## config.mk

```make
export PLATFORM = sky130hd
export DESIGN_NAME = arcade_input_cond
export DESIGN_NICKNAME = d
export VERILOG_FILES = /design/src/rtl/arcade_input_cond.sv
export SDC_FILE = /design/constraint.sdc
export NUM_CORES = 1
export LEC_CHECK = 0
export ABC_AREA = 1
export CAP_MARGIN = 20
export CELL_PAD_IN_SITES_DETAIL_PLACEMENT = 1
export CELL_PAD_IN_SITES_GLOBAL_PLACEMENT = 2
export CORE_UTILIZATION = 31
export DETAILED_ROUTE_END_ITERATION = 10
export GPL_ROUTABILITY_DRIVEN = 0
export GPL_TIMING_DRIVEN = 0
export HOLD_SLACK_MARGIN = 0.08
export PLACE_DENSITY_LB_ADDON = 0.1
export SYNTH_ARGS = -nofsm -noshare
export SYNTH_HDL_FRONTEND = slang
export SYNTH_SLANG_ARGS = --single-unit
export TNS_END_PERCENT = 20
```

## constraint.sdc

```tcl
create_clock -name clk_sys -period 3.4 [get_ports clk_sys]
set_clock_uncertainty 0.2 [all_clocks]
set_input_delay 0.68 -clock clk_sys [delete_from_list [all_inputs] [get_ports clk_sys]]
set_output_delay 0.68 -clock clk_sys [all_outputs]
set_load 0.1 [all_outputs]
```

## src/rtl/arcade_input_cond.sv

```systemverilog
// arcade_input_cond
//   Player-input conditioner between the raw arcade inputs and the game core.
//   It handles N players with M fire buttons each and provides:
//     - two-flop synchronisation of every input, vbl included
//     - a frame-counted coin pulse stretcher (one FSM per player)
//     - per-button autofire driven by a shared phase
//     - SOCD cleaning (opposing directions cancel)
//     - optional output inversion for active-low hardware
//   Time is counted in video frames. A frame is one rising edge of the
//   synchronised vbl.
//
//   Optional feature: define ARCADE_INPUT_4WAY_EN to add a per-player 4-way
//   restrictor after SOCD cleaning. Without it, directions stay 8-way.
//
// Ports
//   clk_sys     system clock
//   reset       asynchronous, active-high reset
//   vbl         core vertical blank (level)
//   joy_in      per player {buttons, right, left, down, up}, player 0 in LSBs
//   coin_in     coin switches, active-high
//   start_in    start buttons, active-high
//   service_in  service switch
//   af_mask     autofire enable per button index, shared by all players (not synchronised)
//   af_rate     autofire half-period = (af_rate+1)*AF_FRAMES frames (not synchronised)
//   pause       freezes the coin and autofire frame counters
//   joy_out     conditioned controls, same packing as joy_in
//   coin_out    stretched coin pulses
//   start_out   synchronised starts
//   service_out synchronised service
//   frame_tick  one-cycle pulse per frame; suppressed while paused
//
//   joy_out, coin_out, start_out and service_out are inverted when ACTIVE_LOW = 1.
//   The coin FSM state of each player can be read from coin_state[p].
module arcade_input_cond #(
    parameter int NUM_PLAYERS = 2,
    parameter int NUM_BUTTONS = 4,
    parameter int COIN_FRAMES = 3,
    parameter int AF_FRAMES   = 2,
    parameter bit ACTIVE_LOW  = 1'b1
) (
    input  logic                                   clk_sys,
    input  logic                                   reset,
    input  logic                                   vbl,
    input  logic [NUM_PLAYERS*(4+NUM_BUTTONS)-1:0] joy_in,
    input  logic [NUM_PLAYERS-1:0]                 coin_in,
    input  logic [NUM_PLAYERS-1:0]                 start_in,
    input  logic                                   service_in,
    input  logic [NUM_BUTTONS-1:0]                 af_mask,
    input  logic [1:0]                             af_rate,
    input  logic                                   pause,
    output logic [NUM_PLAYERS*(4+NUM_BUTTONS)-1:0] joy_out,
    output logic [NUM_PLAYERS-1:0]                 coin_out,
    output logic [NUM_PLAYERS-1:0]                 start_out,
    output logic                                   service_out,
    output logic                                   frame_tick
);
    localparam int PW = 4 + NUM_BUTTONS;
    localparam int JW = NUM_PLAYERS * PW;
    localparam int SW = JW + 2 * NUM_PLAYERS + 3;
    localparam logic [7:0] COIN_LOAD = 8'(COIN_FRAMES);
    localparam logic [5:0] AF_BASE   = 6'(AF_FRAMES);

    typedef enum logic [1:0] {
        COIN_IDLE  = 2'd0,
        COIN_PULSE = 2'd1,
        COIN_HOLD  = 2'd2
    } coin_state_t;

    // ---------------- input synchronisation ----------------
    logic [SW-1:0]          sync1, sync2;
    logic [1:0]             sync_fill;
    logic                   sync_ok;
    logic                   vbl_s, pause_s, service_s;
    logic [NUM_PLAYERS-1:0] coin_s, start_s;
    logic [JW-1:0]          joy_s;

    always_ff @(posedge clk_sys or posedge reset) begin
        if (reset) begin
            sync1     <= '0;
            sync2     <= '0;
            sync_fill <= '0;
        end else begin
            sync1     <= {pause, service_in, start_in, coin_in, joy_in, vbl};
            sync2     <= sync1;
            sync_fill <= {sync_fill[0], 1'b1};
        end
    end

    assign {pause_s, service_s, start_s, coin_s, joy_s, vbl_s} = sync2;
    // The synchroniser holds reset zeros for two cycles. Coin edges seen in
    // that window are not real, so a switch held through reset gives no credit.
    assign sync_ok = sync_fill[1];

    // ---------------- frame tick ----------------
    logic vbl_prev;

    always_ff @(posedge clk_sys or posedge reset) begin
        if (reset) begin
            vbl_prev   <= 1'b0;
            frame_tick <= 1'b0;
        end else begin
            vbl_prev   <= vbl_s;
            frame_tick <= vbl_s & ~vbl_prev & ~pause_s;
        end
    end

    // ---------------- coin stretcher ----------------
    coin_state_t            coin_state     [NUM_PLAYERS];
    coin_state_t            coin_state_nxt [NUM_PLAYERS];
    logic [7:0]             coin_cnt       [NUM_PLAYERS];
    logic [7:0]             coin_cnt_nxt   [NUM_PLAYERS];
    logic [NUM_PLAYERS-1:0] coin_armed;   // last valid sample was low
    logic [NUM_PLAYERS-1:0] coin_active;

    always_comb begin
        for (int p = 0; p < NUM_PLAYERS; p++) begin
            coin_state_nxt[p] = coin_state[p];
            coin_cnt_nxt[p]   = coin_cnt[p];
            coin_active[p]    = 1'b0;
            case (coin_state[p])
                COIN_IDLE: begin
                    if (coin_s[p] && coin_armed[p]) begin
                        coin_state_nxt[p] = COIN_PULSE;
                        coin_cnt_nxt[p]   = COIN_LOAD;
                    end
                end
                COIN_PULSE: begin
                    coin_active[p] = 1'b1;
                    if (frame_tick) begin
                        if (coin_cnt[p] <= 8'd1) begin
                            coin_state_nxt[p] = COIN_HOLD;
                            coin_cnt_nxt[p]   = 8'd0;
                        end else begin
                            coin_cnt_nxt[p] = coin_cnt[p] - 8'd1;
                        end
                    end
                end
                COIN_HOLD: begin
                    if (!coin_s[p]) coin_state_nxt[p] = COIN_IDLE;
                end
                default: coin_state_nxt[p] = COIN_IDLE;
            endcase
        end
    end

    always_ff @(posedge clk_sys or posedge reset) begin
        if (reset) begin
            for (int p = 0; p < NUM_PLAYERS; p++) begin
                coin_state[p] <= COIN_IDLE;
                coin_cnt[p]   <= 8'd0;
            end
            coin_armed <= '0;
        end else begin
            for (int p = 0; p < NUM_PLAYERS; p++) begin
                coin_state[p] <= coin_state_nxt[p];
                coin_cnt[p]   <= coin_cnt_nxt[p];
            end
            coin_armed <= {NUM_PLAYERS{sync_ok}} & ~coin_s;
        end
    end

    assign coin_out = coin_active ^ {NUM_PLAYERS{ACTIVE_LOW}};

    // ---------------- autofire ----------------
    logic [5:0] af_cnt, af_last;
    logic [1:0] af_rate_q;
    logic       af_phase, af_held;

    assign af_last = (6'(af_rate) + 6'd1) * AF_BASE - 6'd1;

    always_comb begin
        af_held = 1'b0;
        for (int p = 0; p < NUM_PLAYERS; p++)
            af_held = af_held | (|(joy_s[p*PW+4 +: NUM_BUTTONS] & af_mask));
    end

    always_ff @(posedge clk_sys or posedge reset) begin
        if (reset) begin
            af_cnt    <= 6'd0;
            af_phase  <= 1'b0;
            af_rate_q <= 2'd0;
        end else begin
            // Holding the phase at 0 while idle makes the first shot immediate.
            if (!af_held) begin
                af_cnt   <= 6'd0;
                af_phase <= 1'b0;
            end else if (frame_tick) begin
                if (af_rate != af_rate_q) begin
                    af_cnt <= 6'd0;
                end else if (af_cnt >= af_last) begin
                    af_cnt   <= 6'd0;
                    af_phase <= ~af_phase;
                end else begin
                    af_cnt <= af_cnt + 6'd1;
                end
            end
            if (frame_tick) af_rate_q <= af_rate;
        end
    end

    // ---------------- direction / button conditioning ----------------
    logic [JW-1:0]          joy_cond;
    logic [3:0]             dir_raw, dir_c;
    logic [NUM_BUTTONS-1:0] btn_c;
`ifdef ARCADE_INPUT_4WAY_EN
    logic [NUM_PLAYERS-1:0] last_axis, axis_nxt, h_now, v_now, h_prev, v_prev;
`endif

    always_comb begin
        joy_cond = '0;
        dir_raw  = '0;
        dir_c    = '0;
        btn_c    = '0;
`ifdef ARCADE_INPUT_4WAY_EN
        axis_nxt = '0;
        h_now    = '0;
        v_now    = '0;
`endif
        for (int p = 0; p < NUM_PLAYERS; p++) begin
            dir_raw = joy_s[p*PW +: 4];
            // {right, left, down, up}: opposing pairs cancel
            dir_c = {dir_raw[3] & ~dir_raw[2], dir_raw[2] & ~dir_raw[3],
                     dir_raw[1] & ~dir_raw[0], dir_raw[0] & ~dir_raw[1]};
`ifdef ARCADE_INPUT_4WAY_EN
            h_now[p]    = dir_c[3] | dir_c[2];
            v_now[p]    = dir_c[1] | dir_c[0];
            axis_nxt[p] = last_axis[p];
            if (h_now[p] && !v_now[p]) begin
                axis_nxt[p] = 1'b1;
            end else if (v_now[p] && !h_now[p]) begin
                axis_nxt[p] = 1'b0;
            end else if (h_now[p] && v_now[p]) begin
                // the axis that just became active wins; vertical on a tie
                if (!v_prev[p])      axis_nxt[p] = 1'b0;
                else if (!h_prev[p]) axis_nxt[p] = 1'b1;
            end
            if (h_now[p] && v_now[p]) begin
                if (axis_nxt[p]) dir_c[1:0] = 2'b00;
                else             dir_c[3:2] = 2'b00;
            end
`endif
            btn_c = joy_s[p*PW+4 +: NUM_BUTTONS] & ~(af_mask & {NUM_BUTTONS{af_phase}});
            joy_cond[p*PW +: PW] = {btn_c, dir_c};
        end
    end

`ifdef ARCADE_INPUT_4WAY_EN
    always_ff @(posedge clk_sys or posedge reset) begin
        if (reset) begin
            last_axis <= '0;
            h_prev    <= '0;
            v_prev    <= '0;
        end else begin
            last_axis <= axis_nxt;
            h_prev    <= h_now;
            v_prev    <= v_now;
        end
    end
`endif

    // ---------------- output registers ----------------
    always_ff @(posedge clk_sys or posedge reset) begin
        if (reset) begin
            joy_out     <= {JW{ACTIVE_LOW}};
            start_out   <= {NUM_PLAYERS{ACTIVE_LOW}};
            service_out <= ACTIVE_LOW;
        end else begin
            joy_out     <= joy_cond ^ {JW{ACTIVE_LOW}};
            start_out   <= start_s ^ {NUM_PLAYERS{ACTIVE_LOW}};
            service_out <= service_s ^ ACTIVE_LOW;
        end
    end

endmodule
```

==> load_flow_metrics.sql <==
INSERT INTO impl_metrics (metric_group, metric, value, unit) VALUES
('run_status', 'outcome', 'finished clean', ''),
('layout', 'fraction_of_final_layout_cells_with_drive_strength_greater_than_1', '0.126', ''),
('route', 'drt_iter0_markers', '82', ''),
('critical_path', 'crit_path_top_delay_cell', 'sky130_fd_sc_hd__clkdlybuf4s50_1', ''),
('floorplanning', 'fp.dieH', '113', 'um'),
('placed_design', 'place_inst', '567', ''),
('route', 'routedWlPerCell', '12.7', 'um'),
('layout', 'postLayoutCoreUtil', '0.408', ''),
('critical_path', 'crit_path_max_fanout', '4', ''),
('critical_path', 'cp.required', '2.52', 'ns'),
('clock_network', 'cts_setup_buffers', '0', ''),
('sta', 'worst-slew-pin-transition', '1.01', 'ns'),
('synthesis', 'synth.lib_cells_used.distinct', '27', ''),
('sta', 'timing.final.crit_period', '2.93', 'ns'),
('grt', 'globalRouteOverflowTotal', '0', ''),
('critical_path', 'cp_common_cell', 'sky130_fd_sc_hd__inv_1', ''),
('synthesis', 'yosysTopAreaCell', 'sky130_fd_sc_hd__dfrtp_1', ''),
('power_and_ir_drop', 'power.ir.vdd_worst', '250', 'uV'),
('clock_network', 'max_root_sink_buffers', '2', ''),
('clock_network', 'cts.clk_slew.worst_paths', '0.07', 'ns'),
('grt', 'number_of_global_route_vias_before_repair', '2725', ''),
('synthesis', 'yosys.area.top_type_share', '0.531', ''),
('clock_network', 'cts_resized', '0', ''),
('grt', 'global_route.usage.total', '0.131', ''),
('clock_network', 'cts_root_buf', 'sky130_fd_sc_hd__clkbuf_16', ''),
('grt', 'number_of_antenna_violations_at_the_first_check_in_global_routing', '0', ''),
('route', 'detail_route.first_pass.iterations', '4', ''),
('critical_path', 'worstPathArrival', '2.05', 'ns'),
('synthesis', 'synth_seq_area_share', '0.662', ''),
('critical_path', 'timing.critical_path.cells', 'inv_1, nor2_2, inv_1, clkdlybuf4s50_1', ''),
('clock_network', 'clk-insertion-delay-late', '0.34', 'ns'),
('layout', 'num-fill-cells', '1343', ''),
('route', 'route.antenna.remaining_nets', '0', ''),
('floorplanning', 'dieWidth', '113', 'um'),
('layout', 'layout-area-overhead-vs-synth', '28.3', '%'),
('floorplanning', 'ios', '53', ''),
('grt', 'grt_first_pass_wirelength', '13000', 'um'),
('floorplanning', 'initial_utilization', '0.318', ''),
('synthesis', 'synthesis.instances', '366', ''),
('floorplanning', 'core-area', '0.0120', 'mm^2'),
('layout', 'layoutNonFillerInstCount', '583', ''),
('power_and_ir_drop', 'power_density_of_the_placed_cells', '692', 'mW/mm^2'),
('sta', 'report.final.hold_viol_count', '0', ''),
('critical_path', 'worst_r2r_startpoint', 'coin_cnt[8]', ''),
('layout', 'antenna_cells', '0', ''),
('sta', 'setup_viol_count_final', '0', ''),
('sta', 'grt_setup_unrepaired', 'no', ''),
('route', 'route.vias.total', '2560', ''),
('floorplanning', 'dieArea', '0.0128', 'mm^2'),
('route', 'routed_wl', '7430', 'um'),
('clock_network', 'ctsHoldBuffers', '0', ''),
('synthesis', 'post_synth_instance_area', '0.00382', 'mm^2'),
('critical_path', 'crit_path_max_incr_delay', '1.12', 'ns'),
('clock_network', 'tritoncts', 'done', ''),
('route', 'route.detailed.vias_per_inst', '4.39', ''),
('synthesis', 'ys_ff_latch', '100', ''),
('critical_path', 'critical_path.endpoint_type', 'primary output', ''),
('critical_path', 'cp-startpoint', 'coin_state[0]', ''),
('worst_hold_path', 'worst_hold_startpoint', 'sync1[0]', ''),
('sta', 'fin_setup_tns', '0', 'ns'),
('sta', 'min_period_over_period', '0.862', ''),
('layout', 'nets', '472', ''),
('layout', 'area_of_combinational_cells_with_multiple_inputs', '0.00107', 'mm^2'),
('synthesis', 'top_post_synthesis_cells_by_area', 'sky130_fd_sc_hd__dfrtp_1, sky130_fd_sc_hd__dfstp_2, sky130_fd_sc_hd__nand2_1, sky130_fd_sc_hd__inv_1, sky130_fd_sc_hd__nor2_1', ''),
('job', 'maxCapViolCount', '0', ''),
('grt', 'pin_count_of_the_biggest_net_entering_global_routing', '39', ''),
('critical_path', 'setup_cp_type', 'register to primary output', ''),
('layout', 'mostFrequentLayoutCell', 'sky130_fd_sc_hd__dfrtp_1', ''),
('critical_path', 'worst-r2r-setup-slack', '1.59', 'ns'),
('sta', 'clock.fmax', '341', 'MHz'),
('worst_hold_path', 'worstHoldPathType', 'register to register', '');
report_power, final:
group / switching, uW / internal [uW]
combinational: 611 / 253
sequential: 75.5 / 1330
clock: 460 / 658
total: 1150 / 2240
stage by stage:
step	area (um^2)	hold slack [ns]	total power, uW	worst slack [ns]
global route	4900	0.154	3590	0.400
finish	4900	0.148	3390	0.469
detailed placement	4570	0.136	2310	0.450
CTS	4900	0.151	3460	0.453
global placement	4530	0.132	2290	0.297
floorplan	3820	0.131	2070	1.21
worst paths after layout:
kind,to,cells past startpoint
setup / recovery,coin_out[1],4
setup reg to reg,coin_cnt[12],8
max in group asynchronous,joy_out[6],3
hold reg to reg,sync2[0],0
hold / removal,sync2[0],0
min in group asynchronous,sync1[2],2
flip-flops by register name (all words and copies together), names as in the netlist:
| signal | flops |
|---|---|
| af_cnt | 6 |
| af_phase | 1 |
| af_rate_q | 2 |
| coin_armed | 2 |
| coin_cnt | 16 |
| coin_state | 4 |
| frame_tick | 1 |
| joy_out | 16 |
| service_out | 1 |
| start_out | 2 |
| sync1 | 23 |
| sync2 | 23 |
| sync_fill | 2 |
| vbl_prev | 1 |
cells in the mapped netlist:
cell and count:
sky130_fd_sc_hd__inv_1 54, sky130_fd_sc_hd__or2_1 2, sky130_fd_sc_hd__nand2_1 75, sky130_fd_sc_hd__xnor2_1 4, sky130_fd_sc_hd__o21bai_1 1, sky130_fd_sc_hd__buf_6 1
sky130_fd_sc_hd__and3_1 1, sky130_fd_sc_hd__nand4_1 8, sky130_fd_sc_hd__o21ai_0 12, sky130_fd_sc_hd__xor2_1 7, sky130_fd_sc_hd__nor2_2 3, sky130_fd_sc_hd__or2_2 5
sky130_fd_sc_hd__dfstp_2 19, sky130_fd_sc_hd__a21oi_1 6, sky130_fd_sc_hd__buf_2 1, sky130_fd_sc_hd__conb_1 1, sky130_fd_sc_hd__dfrtp_1 81, sky130_fd_sc_hd__nand3_2 2
sky130_fd_sc_hd__o21ai_2 1, sky130_fd_sc_hd__o21ai_1 2, sky130_fd_sc_hd__nand3_1 19, sky130_fd_sc_hd__nor3b_1 1, sky130_fd_sc_hd__o22ai_1 2, sky130_fd_sc_hd__nand2_2 3
sky130_fd_sc_hd__nor2_1 44, sky130_fd_sc_hd__ha_1 10, sky130_fd_sc_hd__nor2_4 1
kinds of logic (layout without fill, tap and decap cells):
logic type               count (synthesis)  after routing  synth area share
XOR/XNOR                                11             11            0.0252
flip-flops                             100            100             0.662
adder cells (fa/ha/maj)                 10             10            0.0328
other                                    1              1          0.000982
AND/OR/NAND/NOR                        164            164             0.188
buffers and inverters                   56            126            0.0574
AO/OA/AOI/OAI                           24             24            0.0338
worst max-delay path, delay by kind of cell (launching register included):
| kind | cells | cell delay, ns |
|---|---|---|
| buffers and inverters | 3 | 1.26 |
| and+or+nand+nor | 1 | 0.06 |
| DFF | 1 | 0.39 |
metal layers:
| layer | GRT usage | vias up | routed length (um) |
|---|---|---|---|
| met5 | 0 | - | 0 |
| met4 | 0.0658 | 0 | 131 |
| met3 | 0.0450 | 10 | 501 |
| met2 | 0.197 | 46 | 3330 |
| met1 | 0.168 | 1252 | 3460 |
| li1 | - | 1252 | - |
cell type report:
| cell class | instances | area share |
|---|---|---|
| Buffer | 2 | 0.00332 |
| Tap cell | 147 | 0.0376 |
| Inverter | 54 | 0.0422 |
| Multi-Input combinational cell | 210 | 0.219 |
| Timing Repair Buffer | 54 | 0.114 |
| Sequential cell | 100 | 0.516 |
| Clock inverter | 7 | 0.0215 |
| Clock buffer | 9 | 0.0460 |
(Power assumes the default switching activity.)
